<file path="src/rtl/dsp_stream_pkg.sv">
// Shared widths and constants for the dsp_t1 stream controller slice.
// The operand bundle travels as one record so the signedness flags stay paired with their data.
package dsp_stream_pkg;

    localparam int unsigned A_W  = 20;
    localparam int unsigned B_W  = 18;
    localparam int unsigned Z_W  = 38;
    localparam int unsigned FB_W = 3;

    localparam logic [FB_W-1:0] FEEDBACK_MULT = 3'h0;

    typedef struct packed {
        logic [A_W-1:0] a;
        logic [B_W-1:0] b;
        logic           unsigned_a;
        logic           unsigned_b;
    } dsp_operands_t;

endpackage

</file>
<file path="src/rtl/dsp_result_fifo.sv">
// Synchronous first-word fall-through FIFO holding DSP products until the consumer takes them.
// An empty FIFO presents zero on data_o.
module dsp_result_fifo
    import dsp_stream_pkg::*;
#(
    parameter int unsigned DATA_W = Z_W,
    parameter int unsigned DEPTH  = 4
) (
    input  logic                      clock_i,
    input  logic                      reset_i,
    input  logic                      push_i,
    input  logic [DATA_W-1:0]         data_i,
    input  logic                      pop_i,
    output logic [DATA_W-1:0]         data_o,
    output logic                      valid_o,
    output logic [$clog2(DEPTH):0]    count_o
);

    localparam int unsigned PTR_W = $clog2(DEPTH);
    localparam int unsigned CNT_W = PTR_W + 1;

    logic [DATA_W-1:0] mem [DEPTH];
    logic [PTR_W-1:0]  wr_ptr;
    logic [PTR_W-1:0]  rd_ptr;
    logic [CNT_W-1:0]  count;
    logic              do_push;
    logic              do_pop;

    always_comb begin
        do_pop  = pop_i & (count != '0);
        do_push = push_i & ((count != CNT_W'(DEPTH)) | do_pop);
    end

    // Storage carries no reset; the output mux hides stale entries.
    always_ff @(posedge clock_i) begin
        if (do_push) begin
            mem[wr_ptr] <= data_i;
        end
    end

    always_ff @(posedge clock_i) begin
        if (reset_i) begin
            wr_ptr <= '0;
            rd_ptr <= '0;
            count  <= '0;
        end else begin
            if (do_push) begin
                wr_ptr <= wr_ptr + 1'b1;
            end
            if (do_pop) begin
                rd_ptr <= rd_ptr + 1'b1;
            end
            unique case ({do_push, do_pop})
                2'b10:   count <= count + 1'b1;
                2'b01:   count <= count - 1'b1;
                default: count <= count;
            endcase
        end
    end

    always_comb begin
        valid_o = (count != '0);
        data_o  = valid_o ? mem[rd_ptr] : '0;
        count_o = count;
    end

endmodule

</file>
<file path="src/rtl/dsp_mult_stream_ctrl.sv">
// Feeds operand pairs into a dsp_t1 multiplier and collects its products into a result stream.
// Credits cover both in-flight operations and queued results, so the FIFO can never overflow.
module dsp_mult_stream_ctrl
    import dsp_stream_pkg::*;
#(
    parameter int unsigned DSP_LATENCY = 1,
    parameter int unsigned FIFO_DEPTH  = 4
) (
    input  logic             clock_i,
    input  logic             reset_i,
    input  logic [A_W-1:0]   a_i,
    input  logic [B_W-1:0]   b_i,
    input  logic             unsigned_a_i,
    input  logic             unsigned_b_i,
    input  logic             valid_i,
    output logic             ready_o,
    output logic [A_W-1:0]   dsp_a_o,
    output logic [B_W-1:0]   dsp_b_o,
    output logic             dsp_unsigned_a_o,
    output logic             dsp_unsigned_b_o,
    output logic [FB_W-1:0]  dsp_feedback_o,
    input  logic [Z_W-1:0]   dsp_z_i,
    output logic [Z_W-1:0]   z_o,
    output logic             valid_o,
    input  logic             ready_i
);

    localparam int unsigned CNT_W = $clog2(FIFO_DEPTH) + 1;

    dsp_operands_t      op_q;
    logic [DSP_LATENCY:0] tag_pipe;
    logic [CNT_W-1:0]   inflight;
    logic [CNT_W-1:0]   fifo_count;
    logic [CNT_W:0]     credits_used;
    logic               accept;
    logic               push;
    logic               pop;
    logic               fifo_valid;

    // ready_o depends only on registered counts, never on ready_i.
    always_comb begin
        credits_used = {1'b0, inflight} + {1'b0, fifo_count};
        ready_o      = !reset_i && (credits_used < (CNT_W + 1)'(FIFO_DEPTH));
        accept       = valid_i & ready_o;
        push         = tag_pipe[DSP_LATENCY];
        pop          = fifo_valid & ready_i;
    end

    always_ff @(posedge clock_i) begin
        if (reset_i) begin
            op_q     <= '0;
            tag_pipe <= '0;
            inflight <= '0;
        end else begin
            if (accept) begin
                op_q <= '{a: a_i, b: b_i, unsigned_a: unsigned_a_i, unsigned_b: unsigned_b_i};
            end
            tag_pipe[0] <= accept;
            for (int unsigned i = 1; i <= DSP_LATENCY; i++) begin
                tag_pipe[i] <= tag_pipe[i-1];
            end
            unique case ({accept, push})
                2'b10:   inflight <= inflight + 1'b1;
                2'b01:   inflight <= inflight - 1'b1;
                default: inflight <= inflight;
            endcase
        end
    end

    always_comb begin
        dsp_a_o          = op_q.a;
        dsp_b_o          = op_q.b;
        dsp_unsigned_a_o = op_q.unsigned_a;
        dsp_unsigned_b_o = op_q.unsigned_b;
        dsp_feedback_o   = FEEDBACK_MULT;
    end

    dsp_result_fifo #(
        .DATA_W (Z_W),
        .DEPTH  (FIFO_DEPTH)
    ) u_result_fifo (
        .clock_i (clock_i),
        .reset_i (reset_i),
        .push_i  (push),
        .data_i  (dsp_z_i),
        .pop_i   (pop),
        .data_o  (z_o),
        .valid_o (fifo_valid),
        .count_o (fifo_count)
    );

    assign valid_o = fifo_valid;

endmodule

</file>
<file path="config.mk">
export PLATFORM = sky130hd
export DESIGN_NAME = dsp_mult_stream_ctrl
export DESIGN_NICKNAME = d
export VERILOG_FILES = /design/src/rtl/dsp_stream_pkg.sv /design/src/rtl/dsp_result_fifo.sv /design/src/rtl/dsp_mult_stream_ctrl.sv
export SDC_FILE = /design/constraint.sdc
export NUM_CORES = 1
export LEC_CHECK = 0
export CAP_MARGIN = 10
export CORE_UTILIZATION = 45
export CTS_CLUSTER_DIAMETER = 60
export DETAILED_ROUTE_END_ITERATION = 6
export GPL_TIMING_DRIVEN = 1
export PLACE_DENSITY_LB_ADDON = 0.1
export SYNTH_ARGS = -nofsm -noshare
export SYNTH_HDL_FRONTEND = slang
export SYNTH_SLANG_ARGS = --single-unit
</file>
<file path="constraint.sdc">
create_clock -name clock_i -period 2.2 [get_ports clock_i]
set_input_delay 0.33 -clock clock_i [delete_from_list [all_inputs] [get_ports clock_i]]
set_output_delay 0.33 -clock clock_i [all_outputs]
set_load 0.01 [all_outputs]
</file>
## Word-level counts from Yosys, hierarchy flattened

Memory sizes are Yosys's and may differ from the RTL's. A register that Yosys moved wholly into a read port is not among the register bits.
Index checks and enable logic that the tools add are counted.

| word-level totals | value |
|---|---|
| register bits after elaboration | 52 |
| latch bits | 0 |
| RAM bits | 152 |
| bits in read-only memories | 0 |
| word-level logic and storage cells | 40 |
| memories | 1 |

| cells by class | value |
|---|---|
| $add $sub $neg | 7 |
| multiply operators | 0 |
| div/mod/pow operators | 0 |
| $lt $le $gt $ge | 1 |
| equal/unequal tests | 5 |
| shift-type cells | 0 |
| multiplexer cells | 7 |
| bitwise operators | 5 |
| reduce and logical (&&, ||, !) cells | 5 |

Memory list:

| name | words | width | read ports | clocked after memory_dff | wr ports | line | RTL |
|---|---|---|---|---|---|---|---|
| u_result_fifo.mem | 4 | 38 | 1 | 1 | 1 | dsp_result_fifo.sv:22 | `logic [DATA_W-1:0] mem [DEPTH];` |

Operator list:

| kind | number |
|---|---|
| two-way mux 38 bit | 1 |
| one-hot mux 3 bit (2 select lines) | 2 |
| adder 3 x 1 -> 3 bit (second input constant) | 2 |
| subtractor 3 x 1 -> 3 bit (second input constant) | 2 |
| adder 2 x 1 -> 2 bit (second input constant) | 2 |
| adder 3 x 3 -> 4 bit | 1 |
| AND 1 bit | 4 |
| equality test 2 x 1 -> 1 bit (second input constant) | 2 |
| equality test 2 bit (second input constant) | 2 |
| less-than comparator 4 x 3 -> 1 bit (second input constant) | 1 |
| two-way mux 2 bit | 2 |
| nonzero test 2 bit | 2 |
| != test 3 bit (second input constant) | 1 |
| nonzero test 3 bit | 1 |
| two-way mux 1 bit | 2 |
| logical AND 1 bit | 1 |
| zero test 1 bit | 1 |
| bitwise OR 1 bit | 1 |

## Longest topological paths before layout

| depth | value |
|---|---|
| word-level depth | 7 |
| gate-level depth with buffers | 11 |

## By module

Synthesis repeated with hierarchy kept, for this count alone.

| second synthesis, totals | value |
|---|---|
| cell total of the unflattened synthesis | 473 |
| area total of the unflattened synthesis | 8220.4 um2 |

By module, submodules not included:

| module | times used | cells each | area each (um2) | seq. area each (um2) |
|---|---|---|---|---|
| dsp_result_fifo | 1 | 307 | 6309.8 | 4744.6 |
| dsp_mult_stream_ctrl | 1 | 166 | 1910.6 | 900.9 |

## Worst setup path after synthesis

OpenSTA, ideal clock, no wires.

| timing path | value |
|---|---|
| path kind | reg2reg |
| start point | register u_result_fifo.count[1] (netlist: u_result_fifo.count_o[1]) |
| end point | register inflight[2] |
| data arrival time | 2.284 ns |
| required time | 2.129 ns |
| setup slack | -0.154 ns |
| stages on the path, launching flop included | 12 |
| buffers on the path | 1 |
| path through | dfxtp_1 -> ha_1 -> nand3_1 -> and3_4 -> inv_6 -> buf_12 -> ha_1 -> inv_1 -> fa_1 -> xor2_1 -> or3_1 -> a21oi_1 |

| on the way | value |
|---|---|
| cells in the longest elaborated chain, start to end | 6 |
| elaborated cells on any way between the ends | 8 |

RTL lines:

| element | line | RTL |
|---|---|---|
| start: declaration | dsp_result_fifo.sv:25 | `logic [CNT_W-1:0] count;` |
| start signal: assignment | dsp_result_fifo.sv:54 | `2'b10: count <= count + 1'b1;` |
| start signal: assignment | dsp_result_fifo.sv:55 | `2'b01: count <= count - 1'b1;` |
| start signal: assignment | dsp_result_fifo.sv:56 | `default: count <= count;` |
| adder 3 x 3 -> 4 bit (*) | dsp_mult_stream_ctrl.sv:42 | `credits_used = {1'b0, inflight} + {1'b0, fifo_count};` |
| less-than comparator 4 x 3 -> 1 bit (*) | dsp_mult_stream_ctrl.sv:43 | `ready_o = !reset_i && (credits_used < (CNT_W + 1)'(FIFO_DEPTH));` |
| logical AND 1 bit (*) | dsp_mult_stream_ctrl.sv:43 |  |
| AND 1 bit (*) | dsp_mult_stream_ctrl.sv:44 | `accept = valid_i & ready_o;` |
| equality test 2 x 1 -> 1 bit / equality test 2 bit (equally long branches) | dsp_mult_stream_ctrl.sv:62 | `unique case ({accept, push})` |
| one-hot mux 3 bit (2 select lines) / nonzero test 2 bit (equally long branches) | -- |  |
| end signal: assignment | dsp_mult_stream_ctrl.sv:63 | `2'b10: inflight <= inflight + 1'b1;` |
| end signal: assignment | dsp_mult_stream_ctrl.sv:64 | `2'b01: inflight <= inflight - 1'b1;` |
| end signal: assignment | dsp_mult_stream_ctrl.sv:65 | `default: inflight <= inflight;` |
| end: declaration | dsp_mult_stream_ctrl.sv:32 | `logic [CNT_W-1:0] inflight;` |

Mark *: on every way between the ends. The rest lies on a longest branch, timed or not.
A chain may end at the register's enable or synchronous reset.

==> results by group <==
Timing
  – Sum of negative setup slack: -0.527 ns
  – Fin crit share: 102%
  – Worst rel slew slack: between 50% and 60%
  – RSZ-0062 raised after global routing: yes
  – FMAX: 445 MHz
  – Final Hold Viols: 0
  – Worst Clk Skew: about 0.010 ns
  – Worst setup margin: -0.0477 ns
  – Final setup violation count: 23
  – Fin. max-slew vios: 0
  – Period minus WS final: 2.25 ns
  – Slew @ Worst Pin: about 0.72 ns
  – Hold WS: ~0.23 ns

GRT
  – Total Routing Usage GR: between 10% and 20%
  – Largest net degree at the start of global routing: 53
  – Vias in the first global route: approximately 4700
  – First-pass GRT wire length: 24600 um
  – Initial antenna violation count: 0
  – Total grt overflow: 0

Worst setup path
  – Worst R2R Path Depth: 10
  – CP Data Arrival Time: around 1.9 ns
  – Critical path fanouts, max: 8
  – Worst R2R Setup Slack: around 0.050 ns
  – Crit path kind: flop to output pin
  – RR Endpoint: inflight[2]
  – FF-to-FF Start: u_result_fifo.count_o[2]
  – Setup crit end kind: output pin
  – Critical Path Start Type: flop
  – Worst EP required: about 1.9 ns

Final layout
  – Commonest non-fill, non-tap cells in the layout: edfxtp_1 (152), clkdlybuf4s50_1 (120), nor2b_1 (65)
  – Fill cells: 1324
  – Area taken by multi-input logic gates: roughly 2500 um^2
  – Syn-to-layout area delta: 36.1%
  – Nets@finish: 746
  – Util after Layout: between 60 and 70%
  – Share of layout cells above drive strength 1: 32.2%
  – Most common cell after layout, fill and taps aside: edfxtp_1
  – Reg area: about 5700 um^2
  – # diodes: 0

Floorplan
  – Die area: 18900 um^2
  – FP Rows: slightly below 50
  – I/O Pins: roughly 170
  – Chip height: ~140 um
  – Area of the core: 18000 um^2
  – Initial cell density of the core: between 40% and 50%
  – Horiz. Die Dim: between 100 and 150 um

Synthesis
  – Largest family of logic cells by synthesized area: multiplexers
  – Ys async rst share: 0%
  – Synthesized instance count: around 460
  – Register area share after synthesis: roughly two thirds
  – Netlist Area Pre-Place: ~8200 um^2
  – Post-synthesis cell type count: 34
  – Synth Area in Compound Gates: 0.804%
  – Adder-cell share of the synthesized area: 1.70%
  – Post-Syn Area per Cell: between 15 and 20 um^2
  – Top FF cell, synth: edfxtp_1
  – Simple-Gate Fraction of Synth Area: 7.78%
  – Yosys reg bits: slightly above 200
  – Mux cell area share after synthesis: between 10% and 20%
  – Post-synth EDFFs: approximately 150
  – XOR/XNOR share of the synthesized area: less than 1%
  – Syn. warnings: 0

Clock tree
  – CTS tree: done
  – Hold_buf cts: 0
  – CTS root buf: clkbuf_16
  – Inserted Clock Buffers: 22
  – Latest clock arrival within the worst-skew pair: a little under 0.5 ns
  – H-tree Lvls: 1
  – CTS max path bufs: 3
  – Reg clk slew, reported paths: ~0.06 ns
  – Clock sink count: between 200 and 250

Detailed routing
  – Initial DRT Pass Iterations: 4
  – Residual DRC: 0
  – Wirelength per Cell: approximately 18 um
  – Total Routed Length: roughly 16000 um
  – Iteration-0 DRC Markers: between 200 and 250
  – Post-DR vias/cell: around 5
  – DR vias: between 4000 and 5000
  – Routed Antenna Nets: 0

Power and ir drop
  – Leakage power: 4.10 nW
  – Max VDD drop: around 0.74 mV
  – Overall Power: approximately 0.011 W
  – Power per Cell Area: about 1000 nW/um^2

Placed design
  – PortBufs: between 150 and 200
  – Dpl hpwl: around 9700 um
  – Post-place setup slack: -0.354 ns
  – RD Place Congestion: 0.706

Status
  – Failing checks: setup timing
  – Status: complete, but fails checks

Hold path
  – HP Start: reset_i
  – Min-Delay Endpoint: tag_pipe[0]
  – Hold WC Path Type: primary input to flop
  – Hold path depth: 3

Flow run
  – Maxcap violations: 0
where the power goes:
| group | internal [W] | switching, W | total (W) |
|---|---|---|---|
| logic | 0.00179 | 0.00137 | 0.00316 |
| registers | 0.00435 | 0.000106 | 0.00446 |
| clock network | 0.00226 | 0.00139 | 0.00366 |
| total | 0.00841 | 0.00287 | 0.0113 |
cells by family (layout without fill, tap and decap cells):
| logic type | Yosys count | in the layout |
|---|---|---|
| buffers and inverters | 38 | 251 |
| DFF | 206 | 206 |
| xor gates and xnor gates | 6 | 6 |
| muxes | 78 | 78 |
| other | 1 | 3 |
| adders and majority gates | 10 | 10 |
| and+or+nand+nor | 104 | 104 |
| AOI/OAI and AO/OA | 12 | 12 |
timing repair:
item	4_1_cts	5_1_grt
pin swaps	1	2
endpoints found under the setup margin	40	42
cloned	4	1
gates resized for setup	160	42
buffers inserted	13	1
registers in the layout, summed over array words and instances, names as in the netlist, named ones only:
register,cells
u_result_fifo.mem,152
dsp_unsigned_a_o,1
dsp_a_o,20
u_result_fifo.wr_ptr,2
inflight,3
dsp_b_o,18
u_result_fifo.rd_ptr,2
tag_pipe,2
u_result_fifo.count_o,3
dsp_unsigned_b_o,1
synthesized netlist by cell type, drive strengths merged, types with 2 or more instances:
cell,n,area (um^2)
xor2,6,52.6
mux4,38,856
o21ai,4,20.0
dfxtp,54,1080
nand3,3,15.0
buf,21,178
edfxtp,152,4560
ha,8,100
nor2b,76,475
clkbuf,4,15.0
and3,5,36.3
a21oi,6,30.0
nor2,10,37.5
inv,13,53.8
and2b,3,22.5
or3,2,12.5
fa,2,40.0
mux2,40,597
worst max-delay path: stages, from the launching register on:
cell             delay (ns)
dfxtp_4                0.40
buf_12                 0.15
mux4_2                 0.49
nor2b_1                0.16
clkdlybuf4s15_2        0.22
layout make-up:
cell class              count  area share, %
well taps                 229           2.55
clock buffers              29           5.68
repair buffers            198           17.7
multi-input cells         213           22.3
inverters                  13          0.502
flip-flops and latches    206           50.4
clock inverters            11          0.892
metrics by stage:
| stage | area [um^2] | cells |
|---|---|---|
| 4_1_cts | 11200 | 902 |
| 5_1_grt | 11200 | 899 |
| 3_3_place_gp | 10300 | 845 |
| 3_5_place_dp | 10300 | 845 |
| 2_1_floorplan | 8290 | 457 |
| 6_report | 11200 | 899 |
worst max path at each step:
stage	endpoint	cells after the start
after detailed placement	u_result_fifo.count_o[2]	10
final	z_o[9]	4
after floorplan	inflight[2]	11
after global routing	z_o[16]	5
after CTS	z_o[5]	6
after global placement	u_result_fifo.count_o[2]	10
layer usage:
metal,global-route usage (%),routed length (um)
met4,4.15,207
met1,22.0,6940
met3,3.83,887
met5,0,0
met2,29.5,8170
Note: power is estimated with default switching activity, not from simulation.
